## src/rtl/permutation_round_iter_if.sv

```systemverilog
// Request/response bundle between the mode controller and the iterative ASCON permutation.
// State words are ordered [0:4] so that S[0] is the leftmost word of a concatenation.
interface permutation_round_iter_if;
  logic              start_i;
  logic              rounds_sel_i;
  logic [0:4][63:0]  state_i;
  logic              ready_o;
  logic              done_o;
  logic [0:4][63:0]  state_o;

  // Requester side (mode controller).
  modport master (
    output start_i,
    output rounds_sel_i,
    output state_i,
    input  ready_o,
    input  done_o,
    input  state_o
  );

  // Permutation side.
  modport slave (
    input  start_i,
    input  rounds_sel_i,
    input  state_i,
    output ready_o,
    output done_o,
    output state_o
  );
endinterface

```

## src/rtl/permutation_round_iter.sv

```systemverilog
// Iterative ASCON permutation p^a / p^b: one round per clock (constant addition, bitsliced
// S-box layer, linear diffusion). The state register is the only storage on the datapath and is
// presented directly on state_o.
module permutation_round_iter #(
  parameter int unsigned ROUNDS_A = 12,
  parameter int unsigned ROUNDS_B = 6
) (
  input  logic                      clock_i,
  input  logic                      reset_i,
  permutation_round_iter_if.slave   bus
);

  // Reject round counts the 4-bit counter scheme cannot represent.
  if (ROUNDS_A < 1 || ROUNDS_A > 12) begin : g_bad_rounds_a
    $fatal(1, "permutation_round_iter: ROUNDS_A=%0d out of range 1..12", ROUNDS_A);
  end
  if (ROUNDS_B < 1 || ROUNDS_B > 12) begin : g_bad_rounds_b
    $fatal(1, "permutation_round_iter: ROUNDS_B=%0d out of range 1..12", ROUNDS_B);
  end

  // The counter always ends at 11, so a shorter permutation just starts later in the sequence.
  localparam logic [3:0] CntStartA = 4'(12 - ROUNDS_A);
  localparam logic [3:0] CntStartB = 4'(12 - ROUNDS_B);
  localparam logic [3:0] CntLast   = 4'd11;

  typedef logic [0:4][63:0] state_t;

  typedef enum logic [1:0] {
    StIdle,
    StRun,
    StDone
  } fsm_e;

  fsm_e        fsm_q, fsm_d;
  state_t      state_q, state_d;
  logic [3:0]  cnt_q, cnt_d;
  state_t      round_out;

  // Rotate a 64-bit lane right by a constant amount.
  function automatic logic [63:0] ror64(input logic [63:0] x, input int unsigned r);
    return (x >> r) | (x << (64 - r));
  endfunction

  // Round constant for counter i lands in the low byte of S[2]: high nibble 15-i, low nibble i.
  function automatic state_t add_const(input state_t s, input logic [3:0] i);
    state_t o;
    o = s;
    o[2][7:0] = s[2][7:0] ^ {4'hF - i, i};
    return o;
  endfunction

  // Bitsliced 5-bit S-box applied to all 64 columns at once; S[0] is the column MSB.
  function automatic state_t sbox_layer(input state_t s);
    logic [63:0] x0, x1, x2, x3, x4;
    logic [63:0] t0, t1, t2, t3, t4;
    state_t      o;
    x0 = s[0];
    x1 = s[1];
    x2 = s[2];
    x3 = s[3];
    x4 = s[4];

    x0 = x0 ^ x4;
    x4 = x4 ^ x3;
    x2 = x2 ^ x1;

    t0 = ~x0 & x1;
    t1 = ~x1 & x2;
    t2 = ~x2 & x3;
    t3 = ~x3 & x4;
    t4 = ~x4 & x0;

    x0 = x0 ^ t1;
    x1 = x1 ^ t2;
    x2 = x2 ^ t3;
    x3 = x3 ^ t4;
    x4 = x4 ^ t0;

    x1 = x1 ^ x0;
    x0 = x0 ^ x4;
    x3 = x3 ^ x2;
    x2 = ~x2;

    o[0] = x0;
    o[1] = x1;
    o[2] = x2;
    o[3] = x3;
    o[4] = x4;
    return o;
  endfunction

  // Linear diffusion layer: each lane XORed with two rotations of itself.
  function automatic state_t diffusion(input state_t s);
    state_t o;
    o[0] = s[0] ^ ror64(s[0], 19) ^ ror64(s[0], 28);
    o[1] = s[1] ^ ror64(s[1], 61) ^ ror64(s[1], 39);
    o[2] = s[2] ^ ror64(s[2], 1)  ^ ror64(s[2], 6);
    o[3] = s[3] ^ ror64(s[3], 10) ^ ror64(s[3], 17);
    o[4] = s[4] ^ ror64(s[4], 7)  ^ ror64(s[4], 41);
    return o;
  endfunction

  // One full round on the registered state, purely combinational.
  always_comb begin
    round_out = diffusion(sbox_layer(add_const(state_q, cnt_q)));
  end

  // Next-state logic: load on accepted start, iterate in RUN, one-cycle DONE.
  always_comb begin
    fsm_d   = fsm_q;
    state_d = state_q;
    cnt_d   = cnt_q;
    unique case (fsm_q)
      StIdle: begin
        if (bus.start_i) begin
          fsm_d   = StRun;
          state_d = bus.state_i;
          cnt_d   = bus.rounds_sel_i ? CntStartB : CntStartA;
        end
      end
      StRun: begin
        state_d = round_out;
        cnt_d   = cnt_q + 4'd1;
        if (cnt_q == CntLast) begin
          fsm_d = StDone;
        end
      end
      StDone: begin
        fsm_d = StIdle;
      end
      default: begin
        fsm_d = StIdle;
      end
    endcase
  end

  // State, counter and FSM registers with synchronous reset.
  always_ff @(posedge clock_i) begin
    if (reset_i) begin
      fsm_q   <= StIdle;
      state_q <= '0;
      cnt_q   <= 4'd0;
    end else begin
      fsm_q   <= fsm_d;
      state_q <= state_d;
      cnt_q   <= cnt_d;
    end
  end

  // Status outputs decode directly from the FSM; state_o is the register itself.
  always_comb begin
    bus.ready_o = (fsm_q == StIdle);
    bus.done_o  = (fsm_q == StDone);
    bus.state_o = state_q;
  end

endmodule

```

## src/flat_wrapper.sv

```systemverilog
// flat-port wrapper written by rule: the top's interface ports become plain ports
module permutation_round_iter_flat 
#(
  parameter int unsigned ROUNDS_A = 12,
  parameter int unsigned ROUNDS_B = 6
)
  (clock_i, reset_i, bus_start_i, bus_rounds_sel_i, bus_state_i, bus_ready_o, bus_done_o, bus_state_o);
  permutation_round_iter_if bus_i ();
  input  logic clock_i;
  input  logic reset_i;
  input wire logic [$bits(bus_i.start_i)-1:0] bus_start_i;
  input wire logic [$bits(bus_i.rounds_sel_i)-1:0] bus_rounds_sel_i;
  input wire logic [$bits(bus_i.state_i)-1:0] bus_state_i;
  output wire logic [$bits(bus_i.ready_o)-1:0] bus_ready_o;
  output wire logic [$bits(bus_i.done_o)-1:0] bus_done_o;
  output wire logic [$bits(bus_i.state_o)-1:0] bus_state_o;
  assign bus_i.start_i = bus_start_i;
  assign bus_i.rounds_sel_i = bus_rounds_sel_i;
  assign bus_i.state_i = bus_state_i;
  assign bus_ready_o = bus_i.ready_o;
  assign bus_done_o = bus_i.done_o;
  assign bus_state_o = bus_i.state_o;
  permutation_round_iter #(.ROUNDS_A(ROUNDS_A), .ROUNDS_B(ROUNDS_B)) u_core (.clock_i(clock_i), .reset_i(reset_i), .bus(bus_i));
endmodule
```

## config.mk

```make
export PLATFORM = sky130hd
export DESIGN_NAME = permutation_round_iter_flat
export DESIGN_NICKNAME = d
export VERILOG_FILES = /design/src/rtl/permutation_round_iter_if.sv /design/src/rtl/permutation_round_iter.sv /design/src/flat_wrapper.sv
export SDC_FILE = /design/constraint.sdc
export NUM_CORES = 2
export LEC_CHECK = 0
export ABC_AREA = 0
export ABC_CLOCK_PERIOD_IN_PS = 2800
export CAP_MARGIN = 0
export CORE_AREA = 5 5 250 252
export DETAILED_ROUTE_END_ITERATION = 12
export DIE_AREA = 0 0 255 257
export PLACE_DENSITY = 0.75
export SYNTH_ARGS = -nofsm -noshare
export SYNTH_HDL_FRONTEND = slang
export SYNTH_SLANG_ARGS = --single-unit
export TNS_END_PERCENT = 50
```

## constraint.sdc

```tcl
create_clock -name clock_i -period 2.8 [get_ports clock_i]
set_input_delay 0.56 -clock clock_i [delete_from_list [all_inputs] [get_ports clock_i]]
set_output_delay 0.56 -clock clock_i [all_outputs]
set_load 0.02 [all_outputs]
```

==> results.yml <==
clock_tree:
  cts_buffer_depth: 3
  cts.clk_slew.worst_paths_ns: 0.06
  cts-root-buf: "clkbuf_16"
  cts_tree: "built"
  clk_latency_ns: 0.60
  cts-htree-levels: 2
  cts_buffers: 42
  clock-sinks: 326
  hold_buffers: 0
global_routing:
  track_usage: 0.4530
  antenna_found_initial: 3
  grt_pass1_vias: 29141
  grt_pass1_wl_um: 215000
  grt.overflow.total: 0
  grt_max_degree: 126
logic_synthesis:
  ys_seq_area_frac: 0.2375
  synth_top_flop_cell: "dfxtp_1"
  synth_area_sq_um: 27480
  syn_inst: 3393
  synth_nets: 3846
  ys_warn_count: 0
  synth_area_per_cell_sq_um: 8.098
  async_flop_share: 0
  synth.distinct_cells: 37
  synth_edf_count: 0
  ys_ff_latch: 326
route:
  drc_errors: 0
  wirelength_um: 156100
  drt_iter0_markers: 3957
  antenna_left: 0
  vias_per_cell: 5.939
  dr.pass1.iters: 6
  routedWlPerCell_um: 30.13
  dr_total_vias: 30771
timing:
  tightest_slew_ns: 0.8437
  fin_worst_skew_ns: 0.01945
  rsz0062_at_grt: "false"
  period_share: 0.9621
  timing.fmax_mhz: 371.2
  period_minus_slack_ns: 2.694
  drv_slew: 0
  finalSetupViolCount: 0
  hold_violations: 0
  slew_headroom: 0.4357
  tns_ns: 0
worst_hold_path:
  min_from: "reset_i"
  hold_class: "in -> reg"
  min_delay_path_depth: 2
  hold_end: "u_core.bus.state_o[128]"
die:
  die_h_um: 257
  start_util: 0.4586
  die_area_sq_um: 65540
  core_sq_um: 59910
  pin_count: 646
  std_cell_rows: 90
  dieWidth_um: 255
cells_and_area:
  n_fill_cell: 5173
  layout_common_cells: "xnor2_1, clkdlybuf4s50_1, buf_4, nor2_1, nand2_1"
  area_growth_pct: 43.81
  layout-drive-gt1-share: 0.1385
  final_common_cell: "xnor2_1"
  fin_area_sq_um: 39510
  nNetsFinal: 4817
worst_setup_path:
  rrSetupSlack_ns: 0.22
  endpoint_kind: "primary output"
  cp.depth: 2
  path_max_fanout: 10
  cp_top_family: "buffers and inverters"
  cp.required_ns: 2.24
  reg2reg_from: "u_core.cnt_q[1]"
  startpoint_type: "flop"
  reg2reg_depth: 8
  crit_slowest_cell: "clkdlybuf4s50_1"
  crit_type: "reg -> out"
  crit_arrival_ns: 2.13
  rr_endpoint: "u_core.bus.state_o[116]"
  cpPeakStageDelay_ns: 0.65
  path_buf_inv: 1
  path_cells: "nor2b_2 -> clkdlybuf4s50_1"
job:
  maxCapViolations: 0
placement:
  place_congestion: 1.086
  io_buffers: 645
  hpwl_um: 129000
  dpl_cell_area_sq_um: 37940
outcome:
  status: "finished, final reports clean"
[synthesized netlist by cell type (58+ instances only)]
cell | instances | share of area
a21oi_1 | 126 | 0.023
xor2_1 | 304 | 0.097
a22oi_1 | 89 | 0.024
clkbuf_1 | 140 | 0.019
a211oi_1 | 187 | 0.051
a311oi_1 | 58 | 0.018
nor2_1 | 388 | 0.053
xnor2_1 | 842 | 0.27
nand2_1 | 341 | 0.047
inv_1 | 133 | 0.018
ha_1 | 129 | 0.059
dfxtp_1 | 326 | 0.24
o21ai_0 | 90 | 0.016
[worst max path at each step]
stage,startpoint,end
global route,u_core.fsm_q[1],bus_done_o
CTS,u_core.fsm_q[1],bus_done_o
detailed placement,bus_start_i,u_core.bus.state_o[87]
floorplan,u_core.bus.state_o[129],u_core.bus.state_o[112]
global placement,bus_start_i,u_core.bus.state_o[91]
finish,u_core.fsm_q[1],bus_done_o
[state kept, by name (all words and copies together) (netlist names)]
signal              cells
u_core.cnt_q            4
u_core.fsm_q            2
u_core.bus.state_o    320
[per-stage QoR]
step	std cells	setup slack (ns)	util	hold WS [ns]
2_1_floorplan	3393	0.7093	-	0.5293
3_3_place_gp	5102	0.1655	0.6333	0.4963
3_5_place_dp	5102	0.1739	0.6333	0.5185
4_1_cts	5179	0.005624	0.6593	0.3365
5_1_grt	5179	0.08553	0.6595	0.3748
6_report	5181	0.1062	0.6596	0.3563
[metal layers]
layer / wire length [um] / part of all wire / up-vias / GRT usage
met5: 12 / 0.000077 / - / 0
met4: 12340 / 0.079 / 2 / 0.2682
met3: 18400 / 0.12 / 539 / 0.1046
met2: 66720 / 0.43 / 2155 / 0.6913
met1: 58620 / 0.38 / 14727 / 0.5822
li1: - / - / 13348 / -
[kinds of logic (layout without fill, tap and decap cells)]
logic type	Yosys count	after routing	synth area share
other	0	2	0
and+or+nand+nor	771	771	0.1089
adders and majority gates	134	134	0.06056
muxes	14	14	0.005100
xor gates and xnor gates	1157	1157	0.3718
buffers and inverters	297	1301	0.04117
AOI/OAI and AO/OA	694	694	0.1750
DFF	326	326	0.2375
[final cells by class]
| cell class | instances | area (sq um) | area share |
|---|---|---|---|
| sequential | 326 | 6526 | 0.1652 |
| multi-input combinational | 2770 | 19880 | 0.5032 |
| tap | 782 | 978.4 | 0.02476 |
| timing repair buffer | 1091 | 10060 | 0.2546 |
| clock buffer | 63 | 1314 | 0.03325 |
| antenna | 2 | 5.005 | 0.0001267 |
| inverter | 133 | 499.2 | 0.01263 |
| clock inverter | 14 | 247.7 | 0.006270 |
[what timing repair did]
item | in CTS | in global routing
gates resized for setup | 0 | 2
setup endpoints to repair | 0 | 2
hold endpoints to repair | 0 | 0
setup buffers | 0 | 0
Power is left out: the tool's default activity adds up to more than one toggle a clock period on the data nets, which glitch-free logic cannot reach.
